[config.mk]
export PLATFORM = sky130hd
export DESIGN_NAME = bus_owner_arbiter
export DESIGN_NICKNAME = d
export VERILOG_FILES = /design/src/rtl/bus_owner_arbiter.sv
export SDC_FILE = /design/constraint.sdc
export NUM_CORES = 1
export LEC_CHECK = 0
export BUFFER_PORTS_ARGS = -buffer_cell sky130_fd_sc_hd__buf_2
export CAP_MARGIN = 20
export CORE_MARGIN = 2
export CORE_UTILIZATION = 35
export CTS_BUF_LIST = sky130_fd_sc_hd__clkbuf_2 sky130_fd_sc_hd__clkbuf_4 sky130_fd_sc_hd__clkbuf_8
export CTS_CLUSTER_DIAMETER = 40
export DETAILED_ROUTE_END_ITERATION = 12
export GPL_TIMING_DRIVEN = 0
export PLACE_DENSITY = 0.64
export SETUP_SLACK_MARGIN = 0.2
export SYNTH_ARGS = -nofsm -noshare
export SYNTH_HDL_FRONTEND = slang
export SYNTH_SLANG_ARGS = --single-unit
[constraint.sdc]
create_clock -name clk -period 2.1 [get_ports clk]
set_clock_uncertainty 0.1 [all_clocks]
set_input_delay 0.42 -clock clk [delete_from_list [all_inputs] [get_ports clk]]
set_output_delay 0.42 -clock clk [all_outputs]
set_load 0.05 [all_outputs]
[src/rtl/bus_owner_arbiter.sv]
// Round-robin owner arbiter for a shared tristate bus: registered one-hot grant,
// one dead turnaround cycle between owners, and forced release after MAX_HOLD cycles.
module bus_owner_arbiter #(
  parameter int unsigned NREQ     = 4,
  parameter int unsigned MAX_HOLD = 15
) (
  input  logic                    clk,
  input  logic                    rst_n,
  input  logic [NREQ-1:0]         req,
  output logic [NREQ-1:0]         gnt,
  output logic [$clog2(NREQ)-1:0] gnt_id,
  output logic                    busy,
  output logic                    timeout
);

  localparam int unsigned IDW = $clog2(NREQ);
  localparam int unsigned CW  = (MAX_HOLD == 0) ? 1 : $clog2(MAX_HOLD + 1);

  localparam logic [1:0] IDLE  = 2'd0;
  localparam logic [1:0] GRANT = 2'd1;
  localparam logic [1:0] TURN  = 2'd2;

  localparam logic [IDW-1:0] LAST = IDW'(NREQ - 1);
  localparam logic [CW-1:0]  HOLD = CW'(MAX_HOLD);

  logic [1:0]      state_q, state_d;
  logic [IDW-1:0]  ptr_q, ptr_d;
  logic [CW-1:0]   cnt_q, cnt_d;
  logic [NREQ-1:0] gnt_d;
  logic [IDW-1:0]  gnt_id_d;
  logic            busy_d;
  logic            timeout_d;

  logic            found;
  logic [IDW-1:0]  win;
  logic [IDW:0]    cand;

  // Rotating scan: first set request at or after ptr, wrapping modulo NREQ.
  always_comb begin
    found = 1'b0;
    win   = '0;
    cand  = '0;
    for (int unsigned i = 0; i < NREQ; i++) begin
      cand = {1'b0, ptr_q} + (IDW+1)'(i);
      if (cand >= (IDW+1)'(NREQ)) begin
        cand = cand - (IDW+1)'(NREQ);
      end
      if (!found && req[cand[IDW-1:0]]) begin
        found = 1'b1;
        win   = cand[IDW-1:0];
      end
    end
  end

  always_comb begin
    state_d   = state_q;
    ptr_d     = ptr_q;
    cnt_d     = cnt_q;
    gnt_d     = gnt;
    gnt_id_d  = gnt_id;
    busy_d    = busy;
    timeout_d = 1'b0;
    unique case (state_q)
      // TURN's closing edge arbitrates exactly like IDLE.
      IDLE, TURN: begin
        if (found) begin
          state_d     = GRANT;
          gnt_d       = '0;
          gnt_d[win]  = 1'b1;
          gnt_id_d    = win;
          busy_d      = 1'b1;
          ptr_d       = (win == LAST) ? '0 : win + IDW'(1);
          cnt_d       = CW'(1);
        end else begin
          state_d = IDLE;
          gnt_d   = '0;
          busy_d  = 1'b0;
        end
      end
      GRANT: begin
        // A voluntary release outranks the hold limit, so no timeout on a tie.
        if (!req[gnt_id]) begin
          state_d = TURN;
          gnt_d   = '0;
          busy_d  = 1'b0;
        end else if ((MAX_HOLD != 0) && (cnt_q == HOLD)) begin
          state_d   = TURN;
          gnt_d     = '0;
          busy_d    = 1'b0;
          timeout_d = 1'b1;
        end else if (cnt_q != '1) begin
          cnt_d = cnt_q + CW'(1);
        end
      end
      default: begin
        state_d = IDLE;
        gnt_d   = '0;
        busy_d  = 1'b0;
      end
    endcase
  end

  always_ff @(posedge clk or negedge rst_n) begin
    if (!rst_n) begin
      state_q <= IDLE;
      ptr_q   <= '0;
      cnt_q   <= '0;
      gnt     <= '0;
      gnt_id  <= '0;
      busy    <= 1'b0;
      timeout <= 1'b0;
    end else begin
      state_q <= state_d;
      ptr_q   <= ptr_d;
      cnt_q   <= cnt_d;
      gnt     <= gnt_d;
      gnt_id  <= gnt_id_d;
      busy    <= busy_d;
      timeout <= timeout_d;
    end
  end

endmodule

== Yosys cells after proc, flatten, opt, wreduce, memory -nomap -nowiden ==
Index checks and enable logic that the tools add are counted.

* Bits in registers: 16
* Bits of input ports: 6
* Logic and storage cells: 94
* Output and inout port bits: 8

* Order comparisons: 11
* Reductions and logical operators: 12
* Muxes and demuxes: 45
* Add/sub/neg operators: 9
* Eq/ne operators: 10

{| class="wikitable"
|+ Operator list
! operator !! number
|-
| 4-bit 2-to-1 mux || 7
|-
| 2-bit 2-to-1 mux || 11
|-
| 2-bit by 3-bit less-than comparator with 1-bit output, second input constant || 6
|-
| 1-bit 2-to-1 mux || 17
|-
| 4-bit case mux with 2 select lines || 2
|-
| 1-bit binary-select mux with 2-bit select || 5
|-
| 3-bit greater-or-equal comparator, second input constant || 3
|-
| 2-bit != test, second input constant || 4
|-
| 2-bit by 1-bit subtractor with 2-bit output, second input constant || 4
|-
| 2-bit by 2-bit adder with 3-bit output, second input constant || 2
|-
| 5-bit AND reduction || 1
|-
| 4-bit by 1-bit adder with 4-bit output, second input constant || 1
|-
| 2-bit == test, second input constant || 2
|-
| 4-bit == test, second input constant || 1
|-
| 1-bit logical AND || 4
|-
| 4-bit != test, second input constant || 1
|-
| 2-bit case mux with 2 select lines || 1
|-
| 2-bit by 1-bit adder with 3-bit output, second input constant || 1
|-
| 2-bit by 3-bit greater-or-equal comparator with 1-bit output, second input constant || 1
|-
| 1-bit logical NOT || 3
|-
| 3-bit != test, second input constant || 1
|-
| 2-bit by 1-bit adder with 2-bit output, second input constant || 1
|-
| 1-bit demux with 2-bit select || 1
|-
| 2-bit by 1-bit == test with 1-bit output, second input constant || 1
|-
| 6 further kinds || 6
|}

== Depth between registers and ports, before layout ==
Gate-level depths: netlist of the first run.

* Depth in word-level cells: 20
* Depth in mapped cells: 6
* Depth with buffers taken out: 6

== Worst setup path after synthesis of the first run ==
OpenSTA, ideal clock, no wires.

* Kind: register to register
* From: register gnt_id[1]
* To: register gnt[0]
* Buffers on the path: 1
* Data arrival time: 1.676 ns
* Path slack: 0.203 ns
* Period minus slack after synthesis: 1.897 ns
* Data required time: 1.879 ns
* Library setup time: 0.121 ns
* Cell stages (with the launch flop): 6
* Cell sequence: dfrtp_1 mux2i_1 o22ai_2 and2_1 buf_6 a22o_2

* Cells in the longest elaborated chain, start to end: 4
* Elaborated cells between the ends (all ways): 5
* Classes of those cells: eq/ne (1); mux (4)

{| class="wikitable"
|+ RTL lines
! item !! line !! RTL
|-
| from (decl) || 11 || <nowiki>output logic [$clog2(NREQ)-1:0] gnt_id,</nowiki>
|-
| from (signal assigned) || 117 || <nowiki>gnt_id <= gnt_id_d;</nowiki>
|-
| 1-bit binary-select mux with 2-bit select (*) || 82 || <nowiki>if (!req[gnt_id]) begin</nowiki>
|-
| 1-bit 2-to-1 mux (not written as such) (*) || 82 ||
|-
| 4-bit 2-to-1 mux || 82 ||
|-
| 4-bit case mux with 2 select lines || 63 || <nowiki>unique case (state_q)</nowiki>
|-
| to (signal assigned) || 116 || <nowiki>gnt <= gnt_d;</nowiki>
|-
| to (decl) || 10 || <nowiki>output logic [NREQ-1:0] gnt,</nowiki>
|}

Every way passes the cells marked *; elsewhere a longest branch is shown, timed or not. The select of a mux whose other input is x is not followed.
A chain may end at the register's enable or synchronous reset.

== Final worst setup path of the first run ==
* From: register ptr_q[1]
* To: register ptr_q[1]

* Cells in the longest elaborated chain, start to end: 16
* Elaborated cells between the ends (all ways): 41
* Classes of those cells: add/sub (8); order compare (4); eq/ne (1); mux (21); reduce/logical (7)

{| class="wikitable"
|+ RTL lines
! item !! line !! RTL
|-
| from (decl) || 27 || <nowiki>logic [IDW-1:0] ptr_q, ptr_d;</nowiki>
|-
| from (signal assigned) || 114 || <nowiki>ptr_q <= ptr_d;</nowiki>
|-
| parallel branches: the longest is 13 deep, another holds 2-bit by 1-bit adder with 3-bit output || n/a ||
|-
| 2-bit 2-to-1 mux (*) || 48 || <nowiki>if (!found && req[cand[IDW-1:0]]) begin</nowiki>
|-
| via win[0] || 35 || <nowiki>logic [IDW-1:0] win;</nowiki>
|-
| 2-bit by 1-bit adder with 2-bit output or 2-bit == test (tied branches) || 72 || <nowiki>ptr_d = (win == LAST) ? '0 : win + IDW'(1);</nowiki>
|-
| 2-bit 2-to-1 mux (*) || 72 ||
|}

Mark *: on every way through the listed nets, which the timed path passes. The select of a mux whose other input is x is not followed.

==> results of run 1 <==
==> state kept, by name, indices dropped and copies added, names as in the netlist <==
signal and cells:
state_q 2, ptr_q 2, gnt_id 2, busy 1, cnt_q 4, gnt 4
timeout 1
==> cell type report <==
type / instances / area, µm² / share of cell area, %
Multi-Input combinational cell: 53 / 440.4 / 43.24
Inverter: 4 / 15.01 / 1.474
Timing Repair Buffer: 14 / 75.07 / 7.371
Tap cell: 28 / 35.03 / 3.440
Clock buffer: 4 / 36.28 / 3.563
Buffer: 2 / 16.27 / 1.597
Sequential cell: 16 / 400.4 / 39.31
==> placed cells by master (no fill, tap or decap), drive strengths merged, types with 3 or more instances in the layout <==
| cell type | n |
|---|---|
| buf | 15 |
| mux2i | 4 |
| a21oi | 5 |
| nand2 | 3 |
| dfrtp | 16 |
| a22o | 4 |
| ha | 5 |
| inv | 4 |
| clkbuf | 4 |
| nor4 | 3 |
| nor2 | 3 |
| nand2b | 3 |
==> stage by stage <==
stage | hold WS [ns] | util (%) | cell area, µm²
2_1_floorplan | 0.02441 | - | 852.1
3_3_place_gp | 0.2567 | 42.23 | 952.2
3_5_place_dp | 0.2657 | 42.23 | 952.2
4_1_cts | 0.3593 | 44.95 | 1013
5_1_grt | 0.3854 | 45.17 | 1018
6_report | 0.3550 | 45.17 | 1018
==> cells in the mapped netlist, drive strengths merged (2+ instances only) <==
library cell,n,area share [%]
nand2b,3,2.2
nand2,3,1.3
nand3,2,1.2
dfrtp,16,47
nor4,3,3.7
ha,5,7.3
a21o,2,1.8
nor2,3,1.6
mux2,2,2.6
mux2i,4,4.7
buf,2,1.9
a21oi,5,2.9
inv,4,1.8
and2,2,1.5
nand3b,2,1.8
a22o,4,4.7
==> worst max-delay path: stages (launching register included) <==
cell and delay, ns:
dfrtp_1 0.45, nand2_1 0.09, a21oi_1 0.35, nor4_4 0.10
ha_1 0.30, mux2_2 0.26
==> worst max path at each step <==
stage	from	end	cells past startpoint
2_1_floorplan	gnt_id[1]$_DFFE_PN0P_	gnt[0]$_DFFE_PN0P_	5
3_3_place_gp	req[1]	ptr_q[1]$_DFFE_PN0P_	6
3_5_place_dp	req[1]	ptr_q[1]$_DFFE_PN0P_	6
4_1_cts	ptr_q[1]$_DFFE_PN0P_	ptr_q[1]$_DFFE_PN0P_	5
5_1_grt	gnt_id[1]$_DFFE_PN0P_	gnt[1]$_DFFE_PN0P_	5
6_report	ptr_q[1]$_DFFE_PN0P_	ptr_q[1]$_DFFE_PN0P_	5
==> kinds of logic after synthesis <==
family	Yosys count
AOI/OAI and AO/OA	18
adders and majority gates	5
buffers and inverters	6
DFF	16
muxes	6
and+or+nand+nor	24
==> timing repair <==
item                                    CTS  global route
hold endpoints to repair                 16             0
gates resized for setup                   2             1
endpoints found under the setup margin    3             3
buffers inserted                          0             0
hold buffers                              1             0
pin swaps                                 0             1
==> per-layer routing <==
layer | part of all wire (%) | up-vias | routed length [µm] | GRT usage [%]
met5 | 0 | - | 0 | 0
met4 | 1.1 | 0 | 18 | 8.974
met3 | 2.8 | 2 | 44 | 2.542
met2 | 48 | 12 | 752 | 22.22
met1 | 48 | 306 | 757 | 16.34
li1 | - | 314 | - | -
==> where the power goes <==
group          total (mW)  internal, mW  switching, mW  leakage [nW]
clock network       0.211         0.106          0.106        0.0210
registers           0.543         0.432          0.111         0.202
logic               0.848         0.322          0.526         0.268
total                1.60         0.860          0.742         0.490
==> results_dict.tcl, run 1 <==
set metrics [dict create \
    synth_compound_area_share_pct 16.30 \
    rsz0062_at_grt "false" \
    ys_warn_count 0 \
    n_antenna_cell 0 \
    slew_headroom_pct 67.59 \
    cts_buffers 3 \
    synth_edf_count 0 \
    synthCells 75 \
    grt_pass1_vias 621 \
    area_growth_pct 19.53 \
    first_pass_iters 4 \
    cts_sinks 16 \
    finalCritPeriodShare_pct 83.52 \
    core_area_um2 2255 \
    min-delay-path-class "register to register" \
    fmax_ghz 0.5702 \
    nFillCells 235 \
    worst_ep_required_time_ns 2.19 \
    port_buffers 13 \
    vdd_drop_max_uv 955.8 \
    arrival_ns 1.85 \
    cts_tree "done" \
    dp_cells 116 \
    tightestPinTransition_ns 0.4822 \
    grt_usage_pct 13.71 \
    nets 105 \
    slew_viol_final 0 \
    cellLeakagePower_nw 0.4905 \
    p_total_mw 1.603 \
    route.antenna.remaining_nets 0 \
    io_pins 14 \
    cap_viol_max_count 0 \
    drc_errors 0 \
    synth_top_family_by_area "simple AND/OR/NAND/NOR gates" \
    hold_path_depth 1 \
    hpwl_mm 1.127 \
    drtIter0Drc 7 \
    criticalPathCategory "register to register" \
    instances_no_fill 121 \
    hold_viol 0 \
    ys_ff_latch 16 \
    holdPathEnd "state_q[1]$_DFFE_PN0P_" \
    root_buffer "clkbuf_4" \
    crit_fanout 5 \
    syn_area_per_cell_um2 11.36 \
    fp.dieW_um 53.34 \
    r2r_cells 5 \
    synth_seq_area_share_pct 46.99 \
    wl_per_cell_um 13.00 \
    fin_crit_ns 1.754 \
    syn-cell-area_um2 852.1 \
    die_area_um2 2845 \
    die_h_um 53.34 \
    h-tree-depth 1 \
    powerDensity_nw_per_um2 1573 \
    r2r_slack_ns 0.35 \
    num_vias 634 \
    syn_nets 86 \
    grt_max_degree 17 \
    yosys.area_share.xor_xnor_pct 0 \
    viasPerCell 5.240 \
    fin_setup_tns_ns 0 \
    worstSkewPairLatency_ns 0.29 \
    dp_slack_ns -0.04271 \
    ctsLongestPathBuffers 2 \
    outcome "completed" \
    setup_viol 0 \
    wl_mm 1.573 \
    grt_pass1_wl_mm 2.711 \
    rows 17 \
    r2r-end "ptr_q[1]$_DFFE_PN0P_" \
    synth-async-reset-ratio_pct 100.0 \
    grt_antenna_before_repair 0 \
    synth.area.mux_share_pct 7.342 \
    gp_congestion 0.7572 \
    startpoint_type "register" \
    synth_cell_types 32 \
    endpoint_kind "register" \
    path_clk_slew_ns 0.11 \
    synthAdderAreaFrac_pct 7.342 \
    drive_gt1_share_pct 34.41 \
    fin_ws_ns 0.3461 \
    grt-ovfl-total 0 \
    reg2reg_from "ptr_q[1]$_DFFE_PN0P_" \
    synth_simple_gate_area_share_pct 18.36 \
    start_util_pct 37.79 \
    min-delay-start "state_q[1]$_DFFE_PN0P_" \
    synth_top_flop_cell "dfrtp_1" \
]
(Power assumes the default switching activity.)
==> run 2, diff against run 1 <==
--- a/config.mk
+++ b/config.mk
@@ -5,6 +5,7 @@
 export SDC_FILE = /design/constraint.sdc
 export NUM_CORES = 1
 export LEC_CHECK = 0
+export ABC_AREA = 1
 export BUFFER_PORTS_ARGS = -buffer_cell sky130_fd_sc_hd__buf_2
 export CAP_MARGIN = 20
 export CORE_MARGIN = 2
@@ -13,7 +14,7 @@
 export CTS_CLUSTER_DIAMETER = 40
 export DETAILED_ROUTE_END_ITERATION = 12
 export GPL_TIMING_DRIVEN = 0
-export PLACE_DENSITY = 0.64
+export PLACE_DENSITY = 0.63
 export SETUP_SLACK_MARGIN = 0.2
 export SYNTH_ARGS = -nofsm -noshare
 export SYNTH_HDL_FRONTEND = slang
==> constraint.sdc (replaced) <==
create_clock -name clk -period 1.7 [get_ports clk]
set_clock_uncertainty 0.1 [all_clocks]
set_input_delay 0.34 -clock clk [delete_from_list [all_inputs] [get_ports clk]]
set_output_delay 0.34 -clock clk [all_outputs]
set_load 0.05 [all_outputs]
==> run 2 against run 1 <==
Compared with the run above:
- the flow now finishes with violations (negative setup slack)
- critical endpoint is now gnt[2]$_DFFE_PN0P_
- critical path type unchanged
- wire length up 93%
- cell count is 69% higher
- die area grew 18%
- core utilization grew 11 points
==> results_dict.tcl, run 2 <==
set metrics [dict create \
    nFillCells 227 \
    worstSkewPairLatency_ns 0.30 \
    grt_usage_pct 17.05 \
    grt_antenna_before_repair 0 \
    placed_cell_area_um2 1165 \
    setup_viol 14 \
    num_vias 1038 \
    synth.area.top_cells "dfrtp_1, nand2_1, ha_1" \
    n_antenna_cell 0 \
    area_growth_pct 51.29 \
    min-delay-path-class "input port to asynchronous set/reset pin" \
    failed_checks "negative setup slack" \
    slew_headroom_pct 75.96 \
    synthCells 137 \
    fmax_ghz 0.5093 \
    syn_nets 148 \
    outcome "finished, violations left" \
    drtIter0Drc 31 \
    criticalPathCategory "register to register" \
    drive_gt1_share_pct 53.45 \
    synth-async-reset-ratio_pct 100.0 \
    stdcell_area_um2 1543 \
    synth_cell_types 23 \
    dp_slack_ns -0.3137 \
    core_area_um2 2758 \
    arrival_ns 2.06 \
    io_pins 14 \
    grt_pass1_wl_mm 4.333 \
    wl_per_cell_um 14.81 \
    rsz0062_at_grt "true" \
    wl_mm 3.037 \
    first_pass_iters 4 \
    ys_ff_latch 16 \
    ctsLongestPathBuffers 2 \
    port_buffers 13 \
    dp_cells 181 \
    tightestPinTransition_ns 0.3606 \
    finalCritPeriodShare_pct 115.5 \
    gp_congestion 0.8112 \
    cts_buffers 3 \
    crit_family "simple AND/OR/NAND/NOR gates" \
    cpPeakStageDelay_ns 0.41 \
    crit_fanout 7 \
    start_util_pct 36.98 \
    grt_pass1_vias 931 \
    drc_errors 0 \
    final_core_util_pct 55.94 \
    grt-ovfl-total 0 \
    mostFrequentLayoutCells "nand2_1, nand2_2, buf_4" \
    crit_buf_inv 4 \
    worstPathCellList "buf_6, inv_8, nand2_2, nand2_2, nand2_4, nand2_4, nor2_4, buf_4, nand3_4, nand3_4, buf_4, ha_1, nand2_1, nand2_1" \
    syn_area_per_cell_um2 7.443 \
    cap_viol_max_count 0 \
    route.antenna.remaining_nets 0 \
    cts_sinks 16 \
    yosysMostFrequentCell "nand2_1" \
    worst_ep_required_time_ns 1.80 \
    die_area_um2 3361 \
    ys_warn_count 0 \
    slew_viol_final 0 \
    die_h_um 57.98 \
    viasPerCell 5.063 \
    instances_no_fill 205 \
    synth_top_area_share_pct 39.26 \
    path_clk_slew_ns 0.10 \
    hpwl_mm 1.697 \
    rows 19 \
    final_common_cell "nand2_1" \
    fp.dieW_um 57.98 \
    startpoint_type "register" \
    h-tree-depth 1 \
    synth_top_flop_cell "dfrtp_1" \
    nets 186 \
    cts_tree "done" \
    root_buffer "clkbuf_4" \
    syn-cell-area_um2 1020 \
    fin_crit_ns 1.964 \
    yosys.area.top_type "dfrtp_1" \
    fin_ws_ns -0.2635 \
    endpoint_kind "register" \
    cp_slowest_cell "dfrtp_1" \
    grt_max_degree 17 \
    hold_viol 0 \
    yosys-top-cells-count "nand2_1, dfrtp_1, inv_1" \
    synth_seq_area_share_pct 39.26 \
    reg_top3 "cnt_q (4), gnt (4)" \
    synth_edf_count 0 \
]
## run 2: through the flow
step,hold WS (ns),setup TNS (ns)
2_1_floorplan,-0.05559,-0.09079
3_3_place_gp,0.1693,-0.6611
3_5_place_dp,0.1778,-0.9588
4_1_cts,0.3670,-0.8999
5_1_grt,0.3994,-3.656
6_report,0.3772,-2.264
## run 2: cell families after synthesis
family                     synth area share [%]
AOI/OAI and AO/OA                         6.380
adders and majority gates                 6.135
buffers and inverters                     7.730
DFF                                       39.26
and+or+nand+nor                           40.49
## run 2: final cells by class
cell class	count	area (µm²)	share of cell area, %
plain buffers	2	22.52	1.460
clock buffers	4	36.28	2.352
inverters	17	78.83	5.109
multi-input cells	103	737.0	47.77
flip-flops and latches	16	404.1	26.20
well taps	31	38.79	2.514
repair buffers	32	225.2	14.60
## run 2: per-layer routing
layer,vias to the layer above,share of wire (%),global-route usage (%)
li1,507,-,-
met1,487,39,20.37
met2,38,56,30.52
met3,6,3.8,3.571
met4,0,1.3,5.316
met5,-,0,0
## run 2: path summary, 6_finish.rpt
path | from | to | slack (ns) | cells past startpoint
max | ptr_q[0]$_DFFE_PN0P_ | gnt[2]$_DFFE_PN0P_ | -0.26 | 14
max reg2reg | ptr_q[0]$_DFFE_PN0P_ | gnt[2]$_DFFE_PN0P_ | -0.26 | 14
min | rst_n | cnt_q[2]$_DFFE_PN0P_ | 0.38 | 2
min in group clk | gnt[0]$_DFFE_PN0P_ | gnt[0]$_DFFE_PN0P_ | 0.40 | 2
max in group asynchronous | rst_n | gnt_id[0]$_DFFE_PN0P_ | 0.84 | 2
min reg2reg | gnt[0]$_DFFE_PN0P_ | gnt[0]$_DFFE_PN0P_ | 0.40 | 2
## run 2: worst reg2reg max path: cells and delay by family (launching register included)
| kind | cells | cell delay, ns |
|---|---|---|
| adder cells (fa/ha/maj) | 1 | 0.18 |
| buffers and inverters | 4 | 0.49 |
| flip-flops | 1 | 0.41 |
| AND/OR/NAND/NOR | 9 | 0.68 |
## run 2: repair_timing
action	in CTS	in global routing
hold buffers	1	0
setup endpoints to repair	15	15
hold endpoints to repair	16	0
pin swaps	12	17
gates resized for setup	28	25
gates cloned	1	0
setup buffers	10	8
Power of run 2 is not shown: default switching activity piles up to over one toggle a cycle in this logic, so the estimate is an artifact.
==> run 3, diff against run 2 <==
--- a/config.mk
+++ b/config.mk
@@ -8,13 +8,13 @@
 export ABC_AREA = 1
 export BUFFER_PORTS_ARGS = -buffer_cell sky130_fd_sc_hd__buf_2
 export CAP_MARGIN = 20
-export CORE_MARGIN = 2
-export CORE_UTILIZATION = 35
+export CORE_MARGIN = 1.5
+export CORE_UTILIZATION = 40
 export CTS_BUF_LIST = sky130_fd_sc_hd__clkbuf_2 sky130_fd_sc_hd__clkbuf_4 sky130_fd_sc_hd__clkbuf_8
 export CTS_CLUSTER_DIAMETER = 40
 export DETAILED_ROUTE_END_ITERATION = 12
 export GPL_TIMING_DRIVEN = 0
-export PLACE_DENSITY = 0.63
+export PLACE_DENSITY = 0.69
 export SETUP_SLACK_MARGIN = 0.2
 export SYNTH_ARGS = -nofsm -noshare
 export SYNTH_HDL_FRONTEND = slang
==> run 3 against run 2 <==
Compared with the run above:
- the run still ends with negative setup slack left
- wire length rose by 1.8%
- final area is 0.89% higher
- cell count increased by 0.98%
- non-clock buffer count increased by 3
- worst hold slack better by 0.0065 ns
- via count rose by 6.7%
- sequential share of layout area shrank 0.23 points
==> results_dict.tcl, run 3 (same netlist as run 2, synthesis figures left out) <==
set metrics [dict create \
    outcome "finished, violations left" \
    failed_checks "negative setup slack" \
    wl_per_cell_um 14.94 \
    min-delay-path-class "register to register" \
    finalCritPeriodShare_pct 118.7 \
    hpwl_mm 1.625 \
    core_area_um2 2455 \
    grt_pass1_wl_mm 4.443 \
    hold_viol 0 \
    gp_congestion 0.7900 \
    rows 18 \
    setup_viol 14 \
    rsz0062_at_grt "true" \
    cts_buffers 3 \
    first_pass_iters 4 \
    cts_sinks 16 \
    root_buffer "clkbuf_4" \
    nFillCells 196 \
    criticalPathCategory "register to register" \
    tightestPinTransition_ns 0.3749 \
    grt_antenna_before_repair 0 \
    path_clk_slew_ns 0.10 \
    multi_input_area_um2 730.7 \
    start_util_pct 41.54 \
    port_buffers 13 \
    grt_pass1_vias 1003 \
    drtIter0Drc 25 \
    worst_ep_required_time_ns 1.79 \
    endpoint_kind "register" \
    grt_max_degree 17 \
    dp_cells 180 \
    area_growth_pct 52.64 \
    num_vias 1108 \
    nets 189 \
    route.antenna.remaining_nets 0 \
    fmax_ghz 0.4956 \
    cap_viol_max_count 0 \
    io_pins 14 \
    drc_errors 0 \
    drive_gt1_share_pct 54.24 \
    worstSkewPairLatency_ns 0.29 \
    arrival_ns 2.11 \
    final_common_cell "nand2_1" \
    die_h_um 53.49 \
    die_area_um2 2861 \
    crit_fanout 7 \
    fin_crit_ns 2.018 \
    grt_usage_pct 21.63 \
    fin_ws_ns -0.3179 \
    slew_viol_final 0 \
    slew_headroom_pct 75.00 \
    startpoint_type "register" \
    regArea_um2 404.1 \
    wl_mm 3.092 \
    h-tree-depth 1 \
    instances_no_fill 207 \
    mostFrequentLayoutCells "nand2_1, buf_4, nand2_2, dfrtp_1, buf_2" \
    cts_tree "done" \
    viasPerCell 5.353 \
    ctsLongestPathBuffers 2 \
    fp.dieW_um 53.49 \
    n_antenna_cell 0 \
    grt-ovfl-total 0 \
    reg_top3 "cnt_q (4), gnt (4)" \
]
==> run 3: layout make-up <==
cell class                 count  share of cell area [%]
tap                           30                   2.412
multi-input combinational    103                   46.95
sequential                    16                   25.96
clock buffer                   4                   2.331
inverter                      17                   4.743
buffer                         2                   1.447
timing repair buffer          35                   16.16
==> run 3: final timing paths <==
| kind | from | endpoint | slack [ns] | cells after the start |
|---|---|---|---|---|
| max reg2reg | ptr_q[0]$_DFFE_PN0P_ | ptr_q[1]$_DFFE_PN0P_ | -0.32 | 13 |
| max | ptr_q[0]$_DFFE_PN0P_ | ptr_q[1]$_DFFE_PN0P_ | -0.32 | 13 |
| max in group asynchronous | rst_n | gnt_id[1]$_DFFE_PN0P_ | 0.81 | 2 |
| min reg2reg | gnt[2]$_DFFE_PN0P_ | gnt[2]$_DFFE_PN0P_ | 0.38 | 2 |
| min | gnt[2]$_DFFE_PN0P_ | gnt[2]$_DFFE_PN0P_ | 0.38 | 2 |
| min in group asynchronous | rst_n | busy$_DFFE_PN0P_ | 0.40 | 2 |
==> run 3: what timing repair did <==
item / 4_1_cts / 5_1_grt
setup endpoints to repair: 15 / 15
gates cloned: 2 / 0
resized for setup: 30 / 21
hold buffers: 1 / 0
setup buffers: 16 / 4
pin swaps: 19 / 16
hold endpoints to repair: 16 / 0
==> run 3: critical path: stages, from the launching register on <==
cell and delay, ns:
dfrtp_1 0.44, inv_2 0.16, nand2_1 0.08, nand2_2 0.10, nand2_4 0.07, buf_4 0.13, nand3_2 0.08, nand2_1 0.06
nand2_1 0.16, nand3_4 0.12, inv_2 0.10, ha_4 0.20, nand2_2 0.05, o21ai_2 0.04
==> run 3: routing by layer <==
layer,up-vias,global-route usage (%),share of wire [%],wire length (µm)
li1,515,-,-,-
met1,539,24.61,38,1187
met2,44,39.30,54,1664
met3,10,5.650,5.8,179
met4,0,5.556,1.9,60
met5,-,0,0,0
==> run 3: per-stage QoR <==
stage	setup slack (ns)	hold WS (ns)	setup TNS, ns	utilization (%)	cell area, µm²
6_report	-0.3179	0.3837	-2.298	63.40	1556
2_1_floorplan	-0.09079	-0.05559	-0.09079	-	1061
3_5_place_dp	-0.2539	0.1777	-0.7889	47.40	1164
4_1_cts	-0.1651	0.3845	-0.9509	59.28	1455
5_1_grt	-0.3572	0.4260	-3.318	63.40	1556
3_3_place_gp	-0.2431	0.1776	-0.6668	47.40	1164
Power of run 3 is left out for the same reason.
